===== src/rtl/reg_access_sequencer_if.sv =====
// Bundle of the command, register-file and response channels of reg_access_sequencer.
// master: the sequencer (initiator). slave: control unit and register file side.
interface reg_access_sequencer_if #(
  parameter int ADDR_WIDTH = 3,
  parameter int DATA_WIDTH = 8
);
  logic                  cmd_valid;
  logic                  cmd_ready;
  logic [1:0]            cmd_op;
  logic [ADDR_WIDTH-1:0] cmd_ra;
  logic [ADDR_WIDTH-1:0] cmd_rb;
  logic [DATA_WIDTH-1:0] cmd_imm;

  logic [ADDR_WIDTH-1:0] rd0_addr;
  logic                  rd0_enable;
  logic [DATA_WIDTH-1:0] rd0_data;
  logic [ADDR_WIDTH-1:0] rd1_addr;
  logic                  rd1_enable;
  logic [DATA_WIDTH-1:0] rd1_data;

  logic [ADDR_WIDTH-1:0] wr_addr;
  logic [DATA_WIDTH-1:0] wr_data;
  logic                  wr_enable;

  logic                  rsp_valid;
  logic                  rsp_ready;
  logic [DATA_WIDTH-1:0] rsp_data0;
  logic [DATA_WIDTH-1:0] rsp_data1;
  logic                  rsp_err;

  modport master (
    input  cmd_valid, cmd_op, cmd_ra, cmd_rb, cmd_imm,
    input  rd0_data, rd1_data, rsp_ready,
    output cmd_ready, rd0_addr, rd0_enable, rd1_addr, rd1_enable,
    output wr_addr, wr_data, wr_enable,
    output rsp_valid, rsp_data0, rsp_data1, rsp_err
  );

  modport slave (
    output cmd_valid, cmd_op, cmd_ra, cmd_rb, cmd_imm,
    output rd0_data, rd1_data, rsp_ready,
    input  cmd_ready, rd0_addr, rd0_enable, rd1_addr, rd1_enable,
    input  wr_addr, wr_data, wr_enable,
    input  rsp_valid, rsp_data0, rsp_data1, rsp_err
  );
endinterface


===== src/rtl/reg_access_sequencer.sv =====
// Register-file access sequencer: runs READ/WRITE/COPY/SWAP as fixed port sequences.
// Optional read-back check of every write: define REG_SEQ_WRITE_VERIFY_EN.
module reg_access_sequencer #(
  parameter int ADDR_WIDTH = 3,
  parameter int DATA_WIDTH = 8
) (
  input  logic                   clk,
  input  logic                   reset,
  reg_access_sequencer_if.master bus
);

  typedef enum logic [1:0] {OP_READ, OP_WRITE, OP_COPY, OP_SWAP} op_e;
  typedef enum logic [2:0] {
    IDLE, RD_ISSUE, RD_CAPTURE, WR0, WR1, RESP, VF_ISSUE, VF_CAPTURE
  } state_e;

  state_e                state_q, state_d;
  op_e                   op_q;
  logic [ADDR_WIDTH-1:0] ra_q, rb_q;
  logic [DATA_WIDTH-1:0] imm_q, op0_q, op1_q;
  logic                  accept;
  logic [ADDR_WIDTH-1:0] tgt_addr;
  logic [DATA_WIDTH-1:0] tgt_data;
  logic                  tgt_second;
`ifdef REG_SEQ_WRITE_VERIFY_EN
  logic                  second_q;
  logic                  err_q;
`endif

  assign accept = (state_q == IDLE) && bus.cmd_valid;

  // NOTE: state is updated with non-blocking assignments so every flop samples pre-edge values.
  always_ff @(posedge clk or negedge reset) begin
    if (!reset) state_q <= IDLE;
    else        state_q <= state_d;
  end

  // NOTE: the command/operand registers are reset too, so the response outputs read 0 from reset.
  always_ff @(posedge clk or negedge reset) begin
    if (!reset) begin
      op_q  <= OP_READ;
      ra_q  <= '0;
      rb_q  <= '0;
      imm_q <= '0;
      op0_q <= '0;
      op1_q <= '0;
`ifdef REG_SEQ_WRITE_VERIFY_EN
      second_q <= 1'b0;
      err_q    <= 1'b0;
`endif
    end else begin
      if (accept) begin
        op_q  <= op_e'(bus.cmd_op);
        ra_q  <= bus.cmd_ra;
        rb_q  <= bus.cmd_rb;
        imm_q <= bus.cmd_imm;
      end
      if (state_q == RD_CAPTURE) begin
        op0_q <= bus.rd0_data;
        op1_q <= bus.rd1_data;
      end
`ifdef REG_SEQ_WRITE_VERIFY_EN
      if (accept) begin
        second_q <= 1'b0;
        err_q    <= 1'b0;
      end else begin
        if (state_d == WR1) second_q <= 1'b1;
        if (state_q == VF_CAPTURE && bus.rd0_data != tgt_data) err_q <= 1'b1;
      end
`endif
    end
  end

  // Address/data of the write currently in progress (or being verified).
  // NOTE: every always_comb output gets a default first so no latch is inferred.
  always_comb begin
    tgt_second = (state_q == WR1);
`ifdef REG_SEQ_WRITE_VERIFY_EN
    if (state_q == VF_ISSUE || state_q == VF_CAPTURE) tgt_second = second_q;
`endif
    tgt_addr = ra_q;
    tgt_data = '0;
    if (tgt_second) begin
      tgt_addr = rb_q;
      tgt_data = op0_q;
    end else begin
      case (op_q)
        OP_WRITE: begin tgt_addr = ra_q; tgt_data = imm_q; end
        OP_COPY:  begin tgt_addr = rb_q; tgt_data = op0_q; end
        OP_SWAP:  begin tgt_addr = ra_q; tgt_data = op1_q; end
        default:  begin tgt_addr = ra_q; tgt_data = '0;    end
      endcase
    end
  end

  always_comb begin
    state_d = state_q;
    case (state_q)
      IDLE:       if (bus.cmd_valid)
                    state_d = (op_e'(bus.cmd_op) == OP_WRITE) ? WR0 : RD_ISSUE;
      RD_ISSUE:   state_d = RD_CAPTURE;
      RD_CAPTURE: state_d = (op_q == OP_READ) ? RESP : WR0;
`ifdef REG_SEQ_WRITE_VERIFY_EN
      WR0:        state_d = VF_ISSUE;
      WR1:        state_d = VF_ISSUE;
      VF_ISSUE:   state_d = VF_CAPTURE;
      VF_CAPTURE: state_d = (op_q == OP_SWAP && !second_q) ? WR1 : RESP;
`else
      WR0:        state_d = (op_q == OP_SWAP) ? WR1 : RESP;
      WR1:        state_d = RESP;
`endif
      RESP:       if (bus.rsp_ready) state_d = IDLE;
      default:    state_d = IDLE;
    endcase
  end

  always_comb begin
    bus.cmd_ready  = (state_q == IDLE);
    bus.rd0_enable = 1'b0;
    bus.rd0_addr   = '0;
    bus.rd1_enable = 1'b0;
    bus.rd1_addr   = '0;
    bus.wr_enable  = 1'b0;
    bus.wr_addr    = '0;
    bus.wr_data    = '0;
    bus.rsp_valid  = 1'b0;
    bus.rsp_data0  = '0;
    bus.rsp_data1  = '0;
    bus.rsp_err    = 1'b0;
    case (state_q)
      RD_ISSUE, RD_CAPTURE: begin
        bus.rd0_enable = 1'b1;
        bus.rd0_addr   = ra_q;
        // COPY only needs its source, so port 1 stays idle.
        if (op_q == OP_READ || op_q == OP_SWAP) begin
          bus.rd1_enable = 1'b1;
          bus.rd1_addr   = rb_q;
        end
      end
      WR0, WR1: begin
        bus.wr_enable = 1'b1;
        bus.wr_addr   = tgt_addr;
        bus.wr_data   = tgt_data;
      end
      VF_ISSUE, VF_CAPTURE: begin
        bus.rd0_enable = 1'b1;
        bus.rd0_addr   = tgt_addr;
      end
      RESP: begin
        bus.rsp_valid = 1'b1;
        case (op_q)
          OP_READ:  begin bus.rsp_data0 = op0_q; bus.rsp_data1 = op1_q; end
          OP_WRITE: begin bus.rsp_data0 = imm_q; bus.rsp_data1 = '0;    end
          OP_COPY:  begin bus.rsp_data0 = op0_q; bus.rsp_data1 = '0;    end
          default:  begin bus.rsp_data0 = op0_q; bus.rsp_data1 = op1_q; end
        endcase
`ifdef REG_SEQ_WRITE_VERIFY_EN
        bus.rsp_err = err_q;
`endif
      end
      default: ;
    endcase
  end

endmodule


===== src/flat_wrapper.sv =====
// flat-port wrapper written by rule: the top's interface ports become plain ports
module reg_access_sequencer_flat 
#(
  parameter int ADDR_WIDTH = 3,
  parameter int DATA_WIDTH = 8
)
  (clk, reset, bus_cmd_valid, bus_cmd_op, bus_cmd_ra, bus_cmd_rb, bus_cmd_imm, bus_rd0_data, bus_rd1_data, bus_rsp_ready, bus_cmd_ready, bus_rd0_addr, bus_rd0_enable, bus_rd1_addr, bus_rd1_enable, bus_wr_addr, bus_wr_data, bus_wr_enable, bus_rsp_valid, bus_rsp_data0, bus_rsp_data1, bus_rsp_err);
  reg_access_sequencer_if #(.ADDR_WIDTH(ADDR_WIDTH), .DATA_WIDTH(DATA_WIDTH)) bus_i ();
  input  logic clk;
  input  logic reset;
  input wire logic [$bits(bus_i.cmd_valid)-1:0] bus_cmd_valid;
  input wire logic [$bits(bus_i.cmd_op)-1:0] bus_cmd_op;
  input wire logic [$bits(bus_i.cmd_ra)-1:0] bus_cmd_ra;
  input wire logic [$bits(bus_i.cmd_rb)-1:0] bus_cmd_rb;
  input wire logic [$bits(bus_i.cmd_imm)-1:0] bus_cmd_imm;
  input wire logic [$bits(bus_i.rd0_data)-1:0] bus_rd0_data;
  input wire logic [$bits(bus_i.rd1_data)-1:0] bus_rd1_data;
  input wire logic [$bits(bus_i.rsp_ready)-1:0] bus_rsp_ready;
  output wire logic [$bits(bus_i.cmd_ready)-1:0] bus_cmd_ready;
  output wire logic [$bits(bus_i.rd0_addr)-1:0] bus_rd0_addr;
  output wire logic [$bits(bus_i.rd0_enable)-1:0] bus_rd0_enable;
  output wire logic [$bits(bus_i.rd1_addr)-1:0] bus_rd1_addr;
  output wire logic [$bits(bus_i.rd1_enable)-1:0] bus_rd1_enable;
  output wire logic [$bits(bus_i.wr_addr)-1:0] bus_wr_addr;
  output wire logic [$bits(bus_i.wr_data)-1:0] bus_wr_data;
  output wire logic [$bits(bus_i.wr_enable)-1:0] bus_wr_enable;
  output wire logic [$bits(bus_i.rsp_valid)-1:0] bus_rsp_valid;
  output wire logic [$bits(bus_i.rsp_data0)-1:0] bus_rsp_data0;
  output wire logic [$bits(bus_i.rsp_data1)-1:0] bus_rsp_data1;
  output wire logic [$bits(bus_i.rsp_err)-1:0] bus_rsp_err;
  assign bus_i.cmd_valid = bus_cmd_valid;
  assign bus_i.cmd_op = bus_cmd_op;
  assign bus_i.cmd_ra = bus_cmd_ra;
  assign bus_i.cmd_rb = bus_cmd_rb;
  assign bus_i.cmd_imm = bus_cmd_imm;
  assign bus_i.rd0_data = bus_rd0_data;
  assign bus_i.rd1_data = bus_rd1_data;
  assign bus_i.rsp_ready = bus_rsp_ready;
  assign bus_cmd_ready = bus_i.cmd_ready;
  assign bus_rd0_addr = bus_i.rd0_addr;
  assign bus_rd0_enable = bus_i.rd0_enable;
  assign bus_rd1_addr = bus_i.rd1_addr;
  assign bus_rd1_enable = bus_i.rd1_enable;
  assign bus_wr_addr = bus_i.wr_addr;
  assign bus_wr_data = bus_i.wr_data;
  assign bus_wr_enable = bus_i.wr_enable;
  assign bus_rsp_valid = bus_i.rsp_valid;
  assign bus_rsp_data0 = bus_i.rsp_data0;
  assign bus_rsp_data1 = bus_i.rsp_data1;
  assign bus_rsp_err = bus_i.rsp_err;
  reg_access_sequencer #(.ADDR_WIDTH(ADDR_WIDTH), .DATA_WIDTH(DATA_WIDTH)) u_core (.clk(clk), .reset(reset), .bus(bus_i));
endmodule

===== config.mk =====
export PLATFORM = sky130hd
export DESIGN_NAME = reg_access_sequencer_flat
export DESIGN_NICKNAME = d
export VERILOG_FILES = /design/src/rtl/reg_access_sequencer_if.sv /design/src/rtl/reg_access_sequencer.sv /design/src/flat_wrapper.sv
export SDC_FILE = /design/constraint.sdc
export NUM_CORES = 1
export LEC_CHECK = 0
export CAP_MARGIN = 20
export CELL_PAD_IN_SITES_DETAIL_PLACEMENT = 1
export CELL_PAD_IN_SITES_GLOBAL_PLACEMENT = 2
export CORE_MARGIN = 2
export CORE_UTILIZATION = 29
export CTS_CLUSTER_SIZE = 30
export DETAILED_ROUTE_END_ITERATION = 7
export GPL_TIMING_DRIVEN = 0
export HOLD_SLACK_MARGIN = 0.08
export PLACE_DENSITY = 0.89
export SLEW_MARGIN = 10
export SYNTH_ARGS = -nofsm -noshare
export SYNTH_HDL_FRONTEND = slang
export SYNTH_SLANG_ARGS = --single-unit
export TNS_END_PERCENT = 5

===== constraint.sdc =====
create_clock -name clk -period 4.4 [get_ports clk]
set_clock_uncertainty 0.1 [all_clocks]
set_input_delay 0.66 -clock clk [delete_from_list [all_inputs] [get_ports clk]]
set_output_delay 0.66 -clock clk [all_outputs]
set_load 0.01 [all_outputs]

==> reports/results.txt <==
Fin nets - 325
Root Driver - clkbuf_8
Final slew viol count - 0
Starting Density - 29.6%
Commonest non-fill, non-tap cell in the layout - clkdlybuf4s50_1
Initial antenna violation count - 0
Post-DP HPWL - 4810 um
Setup TNS - 0 ns
Reg2Reg Depth - 4
Tcrit/Tclk final - 82.1%
Cell variety after synth - 32
Vias in the first global route - 2050
Layout cell share with drive strength beyond 1 - 18.9%
Post-CTS Setup Bufs - 0
Remaining antenna violation count - 0
Cell count after synthesis - 204
WL per Instance - 16.9 um
Tightest Pin Transition - 0.740 ns
CP Data Arrival Time - 2.85 ns
Post-synth top area share - 41.2%
Total GRT Usage - 17.2%
PwrDens - 695 nW/um^2
Critical R2R Capture - u_core.imm_q[3]$_DFFE_PN0P_
Post-route DRC violation count - 0
CP endpoint kind - primary output
RSZ-0062 raised after global routing - false
Number of H-tree levels - 2
Maxcap violations - 0
Grt total ovfl - 0
1st-iter DRT viols - 103
Global-route wire length before repair - 10400 um
Clock Path Buffers - 2
Die ar. - 8030 um^2
Antenna diodes - 0
Avg Cell Area, Syn - 10.4 um^2
Crit path from - u_core.state_q[1]$_DFFE_PN0P_
Outcome - completed
Fillers - 808
Core area - 7180 um^2
Leak - 0.00123 uW
Seq/Total Area, Yosys - 41.2%
Hold Violations, Final - 0
Worst Hold Class - input pin to asynchronous set/reset pin
# IOs - 75
CP max-delay cell - nor2_1
Drt first pass iters - 4
Tot Pwr - 2160 uW
Critical path, cell by cell - buf_2, nand3b_1, nor2_1, and2_1, clkdlybuf4s50_1
Slowest stage delay, CP - 0.65 ns
Critical Path Sink - bus_rsp_data1[0]
Seq cells post-synth - 35
Top cells by area, synth - dfrtp_1 (41%), mux2_2 (13%), mux2i_1 (5.2%)
Area leader, netlist - dfrtp_1
VDD IR-drop max - 0.331 mV
Final min period - 3.61 ns
Crit path required time - 3.64 ns
CTS Sinks - 35
Startpoint types - flip-flop
Area delta synth->final - 46.2%
Syn Nets - 244
R2R setup slack - 2.43 ns
Worst reg2reg startpoint - u_core.state_q[0]$_DFFE_PN0P_
Synth Warn # - 0
CTS Buf Count - 5
I/O Buffers - 73
Hold_buf cts - 0
Chip Width - 89.6 um
Most frequent cells in the layout - clkdlybuf4s50_1 (72), dfrtp_1 (35), mux2_2 (24)
Skew-Pair Late Insertion Delay - 0.29 ns
Relative slew margins - 50.4%
# rows - 31
Die span in y - 89.6 um
Mapped cell area - 2130 um^2
DR vias/cell - 4.84
PostCTS Resize Cnt - 0
Final setup violating endpoints - 0
Largest net degree at the start of global routing - 27
Total Wirelength - 6490 um
WS Path Type - flip-flop to primary output
Vias - 1863
CP Max Fanout - 10
GPL Wtd Cong - 0.719
Clock transition at the registers of the reported paths - 0.08 ns
Fmax - 0.277 GHz
CTS tree - done
==> power by group <==
group	internal (uW)	switching (uW)
clock	169	130
sequential	489	142
combinational	652	578
==> metrics by stage <==
step | utilization (%) | std cells | hold slack (ns) | setup WS, ns | cell area [um^2]
floorplan | - | 204 | 0.264 | 2.06 | 2130
global placement | 41.5 | 376 | 0.407 | 1.13 | 2980
detailed placement | 41.7 | 377 | 0.423 | 1.09 | 3000
CTS | 43.3 | 385 | 0.138 | 0.753 | 3110
global route | 43.3 | 385 | 0.147 | 0.564 | 3110
finish | 43.3 | 385 | 0.137 | 0.787 | 3110
==> synth_stat cells, drive strengths merged <==
cell type / count
a31oi: 3
a21oi: 13
nor4bb: 3
or3b: 1
o22ai: 1
conb: 1
inv: 5
nor3: 3
clkbuf: 5
xnor2: 1
dfrtp: 35
mux2i: 11
a311oi: 1
a22oi: 8
xor2: 1
o21ai: 17
or3: 8
nor2: 11
nand2: 6
buf: 12
and2: 12
nand2b: 2
nor2b: 3
nor3b: 1
o2bb2ai: 1
nor4b: 1
mux2: 30
ha: 4
nand3b: 4
==> worst min-delay path by stage <==
stage | to | slack (ns) | start
finish | u_core.state_q[0]$_DFFE_PN0P_ | 0.14 | reset
global route | u_core.state_q[1]$_DFFE_PN0P_ | 0.15 | reset
CTS | u_core.ra_q[0]$_DFFE_PN0P_ | 0.14 | reset
detailed placement | u_core.op0_q[1]$_DFFE_PN0N_ | 0.42 | u_core.op0_q[1]$_DFFE_PN0N_
global placement | u_core.op0_q[1]$_DFFE_PN0N_ | 0.41 | u_core.op0_q[1]$_DFFE_PN0N_
floorplan | u_core.imm_q[0]$_DFFE_PN0P_ | 0.26 | reset
==> state kept, by name, indices dropped and copies added (netlist names) <==
register        cells
u_core.imm_q        8
u_core.op0_q        8
u_core.op1_q        8
u_core.ra_q         3
u_core.rb_q         3
u_core.state_q      3
u_core.op_q         2
==> cell type report <==
class	count	area, um^2	area share, %
multi-input cells	147	1130	36.4
clock inverters	3	43.8	1.41
clock buffers	5	68.8	2.21
flip-flops and latches	35	876	28.2
repair buffers	74	746	24.0
inverters	5	18.8	0.604
plain buffers	17	101	3.26
well taps	99	124	3.99
==> metal layers <==
metal / up-vias / wire length (um) / track usage, %
met5: - / 0 / 0
met4: 0 / 65 / 3.66
met3: 8 / 283 / 3.66
met2: 55 / 3090 / 28.3
met1: 919 / 3050 / 23.3
li1: 881 / - / -
==> cells by family (layout without fill, tap and decap cells) <==
logic type / after synthesis / after routing / share of synthesized area, %
compound gates: 44 / 44 / 11.9
xor+xnor: 2 / 2 / 0.824
fa+ha+maj: 4 / 4 / 2.35
buf+inv: 22 / 104 / 5.65
flops: 35 / 35 / 41.2
mux: 41 / 41 / 22.1
other cells: 1 / 1 / 0.176
simple gates: 55 / 55 / 15.8
==> worst max-delay path, delay by kind of cell, from the launching register on <==
kind,cells,cell delay [ns]
AND/OR/NAND/NOR,3,1.35
flip-flops,1,0.45
buffers and inverters,2,0.76
No activity file was read; power rests on OpenSTA's default activity.
